$ cat src/rtl/hann_win_pkg.sv
// hann_win_pkg: shared types and constants for the Hann windowing sequencer.
//   state_e      : sequencer states (IDLE, RUN, DRAIN)
//   round_const  : half-LSB rounding constant for a given number of fraction bits
//   SAT_MAX/MIN  : signed 16-bit output clamp bounds
package hann_win_pkg;

  typedef enum logic [1:0] {
    IDLE  = 2'd0,
    RUN   = 2'd1,
    DRAIN = 2'd2
  } state_e;

  localparam int DATA_W_DEF = 16;
  localparam int SAT_MAX    = (2 ** (DATA_W_DEF - 1)) - 1;
  localparam int SAT_MIN    = -(2 ** (DATA_W_DEF - 1));

  // Added before the arithmetic shift so the result rounds half-up.
  function automatic int round_const(input int frac);
    return 1 << (frac - 1);
  endfunction

endpackage

$ cat src/rtl/hann_win_mac.sv
// hann_win_mac: output stage of the windowing pipeline. Multiplies a signed
// sample by an unsigned Q1.15 coefficient, rounds half-up, saturates to the
// signed 16-bit range and registers the result with its frame markers.
// Ports:
//   clk, rst          clock, synchronous active-high reset
//   en_i              pipeline advance (output register loads when high)
//   valid_i           stage-1 holds a sample
//   sample_i, coef_i  signed sample, unsigned coefficient
//   first_i, last_i   frame markers of the stage-1 sample
//   valid_o, data_o   registered windowed sample
//   first_o, last_o   registered frame markers
//   sat_o             sticky: some loaded product was clipped
module hann_win_mac
  import hann_win_pkg::*;
#(
  parameter int DATA_WIDTH = 16,
  parameter int COEF_FRAC  = 15
) (
  input  logic                         clk,
  input  logic                         rst,
  input  logic                         en_i,
  input  logic                         valid_i,
  input  logic signed [DATA_WIDTH-1:0] sample_i,
  input  logic        [DATA_WIDTH-1:0] coef_i,
  input  logic                         first_i,
  input  logic                         last_i,
  output logic                         valid_o,
  output logic signed [DATA_WIDTH-1:0] data_o,
  output logic                         first_o,
  output logic                         last_o,
  output logic                         sat_o
);

  localparam int PW = 2 * DATA_WIDTH + 1;
  localparam logic signed [PW-1:0] MAX_P = PW'(SAT_MAX);
  localparam logic signed [PW-1:0] MIN_P = PW'(SAT_MIN);
  localparam logic signed [PW-1:0] RND_P = PW'(round_const(COEF_FRAC));

  logic signed [PW-1:0]         prod, rnd, shf;
  logic                         clip_hi, clip_lo;
  logic signed [DATA_WIDTH-1:0] y_d;

  logic                         valid_q, first_q, last_q, sat_q;
  logic signed [DATA_WIDTH-1:0] data_q;

  always_comb begin
    // Coefficient is unsigned, so it gets a zero sign bit before the multiply.
    prod    = PW'(sample_i) * PW'($signed({1'b0, coef_i}));
    rnd     = prod + RND_P;
    shf     = rnd >>> COEF_FRAC;
    clip_hi = (shf > MAX_P);
    clip_lo = (shf < MIN_P);
    if (clip_hi)      y_d = DATA_WIDTH'(SAT_MAX);
    else if (clip_lo) y_d = DATA_WIDTH'(SAT_MIN);
    else              y_d = shf[DATA_WIDTH-1:0];
  end

  always_ff @(posedge clk) begin
    if (rst) begin
      valid_q <= 1'b0;
      data_q  <= '0;
      first_q <= 1'b0;
      last_q  <= 1'b0;
      sat_q   <= 1'b0;
    end else if (en_i) begin
      valid_q <= valid_i;
      if (valid_i) begin
        data_q  <= y_d;
        first_q <= first_i;
        last_q  <= last_i;
        if (clip_hi || clip_lo) sat_q <= 1'b1;
      end
    end
  end

  assign valid_o = valid_q;
  assign data_o  = data_q;
  assign first_o = first_q;
  assign last_o  = last_q;
  assign sat_o   = sat_q;

endmodule

$ cat src/rtl/hann_window_ctrl.sv
// hann_window_ctrl: streaming Hann windowing sequencer. Indexes each accepted
// sample within its frame, reads the matching coefficient from the external
// HANN_LUT single-port RAM (1-cycle registered read) and emits the windowed
// sample with first/last frame markers.
// Build option: define HANN_WIN_HALF_LUT_EN when the LUT holds only the first
// half of the (symmetric) window; indices are then folded into that half.
// Ports:
//   clk, rst                  clock, synchronous active-high reset
//   win_en, frame_sync        start/continue level, frame restart pulse
//   s_valid/s_ready/s_data    input sample stream
//   m_valid/m_ready/m_data    windowed output stream, m_first/m_last markers
//   lut_addr/lut_rd_data      LUT read port, lut_wr_en tied low
//   busy, sat_flag            activity and sticky saturation status
//   dbg_state                 current sequencer state
// Handshake: a beat transfers on a rising edge where valid and ready are both
// high; valid never depends on ready, and data/markers hold while valid is
// high and ready is low.
module hann_window_ctrl
  import hann_win_pkg::*;
#(
  parameter int FRAME_LEN  = 1024,
  parameter int ADDR_WIDTH = 10,
  parameter int DATA_WIDTH = 16,
  parameter int COEF_FRAC  = 15
) (
  input  logic                         clk,
  input  logic                         rst,
  input  logic                         win_en,
  input  logic                         frame_sync,
  input  logic                         s_valid,
  output logic                         s_ready,
  input  logic signed [DATA_WIDTH-1:0] s_data,
  output logic                         m_valid,
  input  logic                         m_ready,
  output logic signed [DATA_WIDTH-1:0] m_data,
  output logic                         m_first,
  output logic                         m_last,
  output logic        [ADDR_WIDTH-1:0] lut_addr,
  input  logic        [DATA_WIDTH-1:0] lut_rd_data,
  output logic                         lut_wr_en,
  output logic                         busy,
  output logic                         sat_flag,
  output state_e                       dbg_state
);

  localparam logic [ADDR_WIDTH-1:0] LAST_IDX = ADDR_WIDTH'(FRAME_LEN - 1);

  function automatic logic [ADDR_WIDTH-1:0] lut_map(input logic [ADDR_WIDTH-1:0] i);
`ifdef HANN_WIN_HALF_LUT_EN
    return (i < ADDR_WIDTH'(FRAME_LEN / 2)) ? i : (LAST_IDX - i);
`else
    return i;
`endif
  endfunction

  state_e                       state_q, state_d;
  logic        [ADDR_WIDTH-1:0] idx_q, idx_d, idx_adv;
  logic                         s1_valid_q;
  logic signed [DATA_WIDTH-1:0] s1_data_q;
  logic        [ADDR_WIDTH-1:0] s1_idx_q;
  logic                         pipe_en, accept;

  always_comb begin
    pipe_en = !m_valid || m_ready;
    s_ready = pipe_en && (state_q != IDLE);
    accept  = s_valid && s_ready;

    // frame_sync wins over the increment: the accepted sample keeps the old
    // index, the following one is index 0.
    if (frame_sync)      idx_adv = '0;
    else if (accept)     idx_adv = (idx_q == LAST_IDX) ? '0 : idx_q + ADDR_WIDTH'(1);
    else                 idx_adv = idx_q;

    state_d = state_q;
    idx_d   = idx_adv;
    case (state_q)
      IDLE: begin
        idx_d = '0;
        if (win_en) state_d = RUN;
      end
      // Leaving RUN looks at the post-accept index so a sample taken in the
      // same cycle is not stranded at the start of a partial frame.
      RUN:     if (!win_en) state_d = (idx_adv == '0) ? IDLE : DRAIN;
      DRAIN:   if (idx_adv == '0) state_d = IDLE;
      default: state_d = IDLE;
    endcase

    // While stalled the RAM re-reads the stage-1 index so its output stays valid.
    lut_addr = lut_map(pipe_en ? idx_q : s1_idx_q);
  end

  always_ff @(posedge clk) begin
    if (rst) begin
      state_q    <= IDLE;
      idx_q      <= '0;
      s1_valid_q <= 1'b0;
      s1_data_q  <= '0;
      s1_idx_q   <= '0;
    end else begin
      state_q <= state_d;
      idx_q   <= idx_d;
      if (pipe_en) begin
        s1_valid_q <= accept;
        if (accept) begin
          s1_data_q <= s_data;
          s1_idx_q  <= idx_q;
        end
      end
    end
  end

  hann_win_mac #(
    .DATA_WIDTH (DATA_WIDTH),
    .COEF_FRAC  (COEF_FRAC)
  ) u_mac (
    .clk      (clk),
    .rst      (rst),
    .en_i     (pipe_en),
    .valid_i  (s1_valid_q),
    .sample_i (s1_data_q),
    .coef_i   (lut_rd_data),
    .first_i  (s1_idx_q == '0),
    .last_i   (s1_idx_q == LAST_IDX),
    .valid_o  (m_valid),
    .data_o   (m_data),
    .first_o  (m_first),
    .last_o   (m_last),
    .sat_o    (sat_flag)
  );

  assign lut_wr_en = 1'b0;
  assign busy      = (state_q != IDLE) || s1_valid_q || m_valid;
  assign dbg_state = state_q;

endmodule
$ cat config.mk
export PLATFORM = sky130hd
export DESIGN_NAME = hann_window_ctrl
export DESIGN_NICKNAME = d
export VERILOG_FILES = /design/src/rtl/hann_win_pkg.sv /design/src/rtl/hann_win_mac.sv /design/src/rtl/hann_window_ctrl.sv
export SDC_FILE = /design/constraint.sdc
export NUM_CORES = 1
export LEC_CHECK = 0
export ABC_CLOCK_PERIOD_IN_PS = 20000
export CAP_MARGIN = 20
export CORE_ASPECT_RATIO = 1.5
export CORE_MARGIN = 8
export CORE_UTILIZATION = 60
export CTS_BUF_LIST = sky130_fd_sc_hd__clkbuf_4 sky130_fd_sc_hd__clkbuf_8 sky130_fd_sc_hd__clkbuf_16
export DETAILED_ROUTE_END_ITERATION = 10
export MAX_ROUTING_LAYER = met4
export PLACE_DENSITY = 0.81
export SLEW_MARGIN = 20
export SYNTH_ARGS = -nofsm -noshare
export SYNTH_HDL_FRONTEND = slang
export SYNTH_SLANG_ARGS = --single-unit
$ cat constraint.sdc
create_clock -name clk -period 20 [get_ports clk]
set_input_delay 4 -clock clk [delete_from_list [all_inputs] [get_ports clk]]
set_output_delay 4 -clock clk [all_outputs]
set_load 0.01 [all_outputs]
==> results of run 1 <==
[per-stage QoR]
stage,instances,hold WS [ps],cell area [µm²],util (%),worst slack (ps)
after floorplan,1299,462,11200,-,10240
after global placement,1565,435,11900,64.8,8970
after detailed placement,1565,443,11900,64.8,8840
after CTS,1581,452,12200,66.6,9120
after global routing,1581,480,12300,66.6,8740
final,1581,450,12300,66.6,9090
[kinds of logic after synthesis]
logic type / Yosys count
DFF: 59
muxes: 2
adders and majority gates: 312
buffers and inverters: 300
other: 1
and+or+nand+nor: 468
AOI/OAI and AO/OA: 129
xor gates and xnor gates: 28
[power by group through the flow]
stage	Sequential [mW]	Combinational (mW)	Clock, mW
6_report	0.128	0.171	0.167
4_1_cts	0.128	0.172	0.167
5_1_grt	0.128	0.196	0.175
3_3_place_gp	0.130	0.166	0
2_1_floorplan	0.125	0.121	0
3_5_place_dp	0.130	0.169	0
[registers in the layout, indices dropped and copies added (netlist names), 2 cells and up]
register	cells
s1_data_q	16
u_mac.data_o	16
idx_q	10
s1_idx_q	10
dbg_state	2
[cells in the mapped netlist, drive strengths merged, types with 3 or more instances]
cell	count	area (µm²)
and3	3	20.0
and2	111	696
o21ai	14	81.3
nand3	13	70.1
ha	118	1480
nand2	244	916
nor2	45	171
a211oi	5	55.1
xor2	12	105
a21oi	57	300
inv	240	901
a211o	6	52.6
buf	14	109
nor4	4	25.0
nor2b	5	31.3
fa	194	3880
a21o	10	76.3
nor3b	4	35.0
or3	3	18.8
clkbuf	46	173
a31oi	3	33.8
nand4	13	87.6
nor3	7	35.0
o21a	4	30.0
o221a	16	180
xnor2	16	148
nand2b	10	62.6
dfxtp	59	1180
[how the worst max path moves through the flow]
| stage | startpoint | to |
|---|---|---|
| floorplan | lut_rd_data[12] | u_mac.data_o[10]$_SDFFE_PP0P_ |
| finish | lut_rd_data[9] | u_mac.data_o[3]$_SDFFE_PP0P_ |
| CTS | lut_rd_data[9] | u_mac.data_o[4]$_SDFFE_PP0P_ |
| global placement | lut_rd_data[10] | u_mac.data_o[13]$_SDFFE_PP0P_ |
| global route | lut_rd_data[10] | u_mac.data_o[5]$_SDFFE_PP0P_ |
| detailed placement | lut_rd_data[9] | u_mac.data_o[10]$_SDFFE_PP0P_ |
[routing by layer]
metal,vias to the layer above,share of wire (%),GRT usage [%]
li1,4054,-,-
met1,4381,38,29.0
met2,366,51,45.0
met3,90,6.4,4.07
met4,0,4.4,11.8
met5,-,0,-
[critical path, delay by kind of cell]
family,cells,cell delay [ps]
fa+ha+maj,7,3530
compound gates,7,2030
buf+inv,5,1000
simple gates,1,380
xor+xnor,1,220
[cell type report]
type                    count  area (µm²)  share of cell area, %
flip-flops and latches     59        1180                   9.64
clock inverters             7         100                  0.817
well taps                 252         315                   2.57
repair buffers             74         733                   5.98
inverters                 240         901                   7.35
multi-input cells         940        8800                   71.8
clock buffers               9         225                   1.84
==> flow_metrics.tcl, run 1 <==
set metrics [dict create \
    cts_root_buf "clkbuf_16" \
    power_mw 0.466 \
    setup_viol 0 \
    hp-class "reg2reg" \
    postRouteAntennaNets 0 \
    wl_mm 27.5 \
    p_int_mw 0.300 \
    synth_ff_type "dfxtp_1" \
    p_seq_share_pct 27.5 \
    clkPwrFrac_pct 35.7 \
    synth_adder_area_share_pct 48.1 \
    combPwrFrac_pct 36.8 \
    die_h_um 183 \
    layout_commonest_cell "nand2_1" \
    synth_xor_area_share_pct 2.27 \
    crit_top_cell "fa_1" \
    worstPathRequired_ps 20260 \
    hp-start "u_mac.sat_o$_SDFFE_PP0P_" \
    tightest_slew_ps 871 \
    async_flop_share_pct 0 \
    synth-seq-cells 59 \
    synth_top_family_by_area "adder cells" \
    routabilityCongestion 0.890 \
    post_cts_buffers 0 \
    slowest_stage "clkdlybuf4s50_1" \
    regToRegSetupSlack_ps 12910 \
    seq_area_frac_synth_pct 10.6 \
    num_rows 61 \
    initial_utilization_pct 60.6 \
    synth_compound_area_share_pct 8.35 \
    syn_inst 1299 \
    drv_slew 0 \
    p_sw_mw 0.166 \
    slew_headroom_pct 41.8 \
    synthesis.area_um2 11200 \
    cts_inserted_buffers 9 \
    status "completed" \
    period_share_pct 54.6 \
    io_buffers 71 \
    grt_max_degree 37 \
    slowest_delay_ps 780 \
    leakage_nw 6.07 \
    num_vias 8891 \
    crit_chain "clkdlybuf4s50_1 -> and2_1 -> fa_1 -> inv_1 -> fa_1 -> fa_1 -> inv_1 -> fa_1 -> fa_1 -> inv_1 -> fa_1 -> inv_1 -> ha_1 -> a211o_1 -> a21oi_1 -> o2111ai_1 -> a311oi_1 -> o21ai_2 -> xnor2_2 -> o21ai_2 -> o221a_1" \
    r2r_start "s1_data_q[1]$_SDFFE_PP0P_" \
    muxShareOfSynthArea_pct 0.191 \
    grt_setup_unrepaired "false" \
    die_w_um 127 \
    fin_skew_ps 9.48 \
    fillers 1480 \
    die_area_um2 23300 \
    min_period_ps 10910 \
    wl_per_cell_um 17.4 \
    crit_type "in2reg" \
    grt.total_usage_pct 26.0 \
    ys_warn_count 0 \
    postCtsResizedCells 0 \
    endpoint_kind "register" \
    place_hpwl_mm 21.7 \
    clk_pin_slew_ps 50 \
    final_nets 1674 \
    core_area_um2 18400 \
    drcViolationCount 0 \
    drive_gt1_share_pct 3.01 \
    grt_pass1_vias 9733 \
    fmax_ghz 0.0917 \
    hold_violations 0 \
    pin_count 73 \
    syn-num-nets 1649 \
    hold_depth 2 \
    syn_avg_cell_area_um2 8.58 \
    critical_path_arrival_ps 11170 \
    synth_cell_types 63 \
    final_cell_mix "nand2_1, inv_1, fa_1" \
    cap_viol_max_count 0 \
    area_growth_pct 9.87 \
    synth_edf_count 0 \
    grt_pass1_wl_mm 47.3 \
    synthSimpleGateAreaFrac_pct 19.9 \
    via_per_inst 5.62 \
    path_max_fanout 16 \
    antenna_found_initial 0 \
    cts_sinks 59 \
    overflow 0 \
    r2r_end "u_mac.data_o[3]$_SDFFE_PP0P_" \
    drt_iter0_drc 460 \
    start_kind "primary input" \
    min_to "u_mac.sat_o$_SDFFE_PP0P_" \
    clk_latency_ps 330 \
    hold_buffers 0 \
    diodes 0 \
    cts_buffer_depth 2 \
    htreeDepth 3 \
    finalSetupTns_ps 0 \
    vdd_drop_max_v 0.0000666 \
    p_per_area_nw_per_um2 38.0 \
    dr.pass1.iters 5 \
    cts_tree "built" \
    rr_worst_depth 19 \
    sw_frac_of_total_pct 35.7 \
]
(Power assumes the default switching activity.)
==> inputs of run 2 (changes only) <==
Settings changed: ABC_CLOCK_PERIOD_IN_PS 20000 to 9100, CORE_UTILIZATION 60 to 56, PLACE_DENSITY 0.81 to 0.79.
Clock period 20 ns to 9.1 ns, I/O delays scaled along.
==> flow_metrics.tcl, run 2 (synthesized netlist as in run 1, its figures left out) <==
set metrics [dict create \
    clk_pin_slew_ps 50 \
    die_area_um2 24800 \
    pin_count 73 \
    fillers 1623 \
    tightest_slew_ps 833 \
    crit_end "u_mac.data_o[9]$_SDFFE_PP0P_" \
    diodes 0 \
    ff_latch_area_um2 1180 \
    min_period_ps 8370 \
    overflow 0 \
    setup_viol 0 \
    regToRegSetupSlack_ps 2140 \
    dr.pass1.iters 5 \
    post_cts_buffers 0 \
    cts_sinks 59 \
    cts_inserted_buffers 9 \
    slowest_delay_ps 830 \
    fin_skew_ps 5.24 \
    period_share_pct 92.0 \
    core_area_um2 19600 \
    r2r_end "u_mac.data_o[9]$_SDFFE_PP0P_" \
    p_per_area_nw_per_um2 81.1 \
    final_util_pct 63.0 \
    final_nets 1690 \
    routabilityCongestion 0.908 \
    postRouteAntennaNets 0 \
    final_cell_mix "nand2_1, inv_1, fa_1" \
    drive_gt1_share_pct 4.16 \
    slowest_stage "clkdlybuf4s50_1" \
    leakage_nw 6.13 \
    hp-class "reg2reg" \
    die_w_um 131 \
    hold_violations 0 \
    whs_ps 466 \
    dpl.cell_count 1589 \
    grt_max_degree 37 \
    crit_chain "clkdlybuf4s50_1 -> nand2_1 -> fa_1 -> inv_1 -> fa_1 -> inv_1 -> fa_1 -> inv_1 -> fa_1 -> fa_1 -> inv_1 -> fa_1 -> inv_1 -> ha_1 -> nand2_1 -> o21ai_0 -> a21oi_4 -> a31o_1 -> a21o_1 -> a211oi_4 -> nand3_2 -> a31oi_4 -> o221a_1" \
    fmax_ghz 0.120 \
    initial_utilization_pct 56.8 \
    htreeDepth 3 \
    grt_pass1_wl_mm 46.8 \
    gr-usage-met2_pct 42.2 \
    worstPathRequired_ps 9370 \
    crit_type "in2reg" \
    grt_pass1_vias 9552 \
    grt.met3_usage_pct 3.09 \
    hold_buffers 0 \
    num_vias 8878 \
    r2r_start "s1_data_q[8]$_SDFFE_PP0P_" \
    clk_latency_ps 330 \
    vdd_drop_max_v 0.000133 \
    final_area_um2 12400 \
    cts_root_buf "clkbuf_16" \
    place_hpwl_mm 22.1 \
    cts_buffer_depth 2 \
    path_max_fanout 15 \
    use_met1_pct 26.3 \
    top_usage_layer "met2" \
    num_rows 63 \
    slew_headroom_pct 44.4 \
    grt_setup_unrepaired "false" \
    area_growth_pct 10.8 \
    postCtsResizedCells 0 \
    drt_iter0_drc 535 \
    endpoint_kind "register" \
    multi_input_area_um2 8800 \
    crit_top_cell "fa_1" \
    via_per_inst 5.53 \
    grt.total_usage_pct 23.9 \
    wl_mm 27.8 \
    die_h_um 189 \
    finalSetupTns_ps 0 \
    cap_viol_max_count 0 \
    critical_path_arrival_ps 8640 \
    antenna_found_initial 0 \
    wl_per_cell_um 17.3 \
    status "completed" \
    stdcell_count 1605 \
    drv_slew 0 \
    rr_worst_depth 22 \
    layout_commonest_cell "nand2_1" \
    io_buffers 71 \
    setup.worst_path.start "lut_rd_data[5]" \
    drcViolationCount 0 \
    start_kind "primary input" \
    cts_tree "built" \
    placed_area_um2 12100 \
]
## run 2: cell count changes in the layout (fill, tap and decap cells not counted), sizes merged
cell and delta:
bufinv -1, clkinvlp +2, inv +1, clkinv -2, buf +16
## run 2: how the worst min path moves through the flow
| stage | to | from | slack [ps] | cells past startpoint |
|---|---|---|---|---|
| after global placement | u_mac.sat_o$_SDFFE_PP0P_ | u_mac.sat_o$_SDFFE_PP0P_ | 440 | 2 |
| after global routing | u_mac.first_o$_SDFFE_PP0P_ | u_mac.first_o$_SDFFE_PP0P_ | 490 | 2 |
| after detailed placement | u_mac.first_o$_SDFFE_PP0P_ | u_mac.first_o$_SDFFE_PP0P_ | 460 | 2 |
| after CTS | u_mac.first_o$_SDFFE_PP0P_ | u_mac.first_o$_SDFFE_PP0P_ | 470 | 2 |
| final | u_mac.first_o$_SDFFE_PP0P_ | u_mac.first_o$_SDFFE_PP0P_ | 470 | 2 |
| after floorplan | s1_idx_q[2]$_SDFFE_PP0P_ | s1_idx_q[2]$_SDFFE_PP0P_ | 460 | 2 |
## run 2: metal layers
metal  part of all wire [%]  wire (µm)
met1                     38      10500
met2                     52      14500
met3                    5.7       1590
met4                    4.1       1150
met5                      0          0
## run 2: where the power goes
group	switching, mW	total [mW]	internal (mW)
clock	0.126	0.339	0.213
sequential	0.0164	0.281	0.264
combinational	0.224	0.382	0.158
## run 2: per-stage QoR
| stage | power (mW) | worst slack (ps) |
|---|---|---|
| finish | 1.00 | 732 |
| global route | 1.07 | 433 |
| CTS | 1.01 | 757 |
| detailed placement | 0.659 | 438 |
| global placement | 0.656 | 532 |
| floorplan | 0.541 | 1520 |
## run 2: area by class of cell
cell class              instances  share of cell area, %
repair buffers                 90                   6.90
flip-flops and latches         59                   9.56
well taps                     260                   2.63
clock inverters                 7                  0.618
clock buffers                   9                   1.82
inverters                     240                   7.29
multi-input cells             940                   71.2
## run 2: worst max-delay path: cells and delay by family
family / cells / cell delay (ps)
compound gates: 7 / 1850
fa+ha+maj: 7 / 3440
buf+inv: 6 / 1130
simple gates: 3 / 370
==> inputs of run 3 (changes only) <==
Settings changed: SETUP_SLACK_MARGIN set to 0.05.
==> results of run 3 <==
Same layout as run 2: the final DEF is identical, and so are final timing and power.
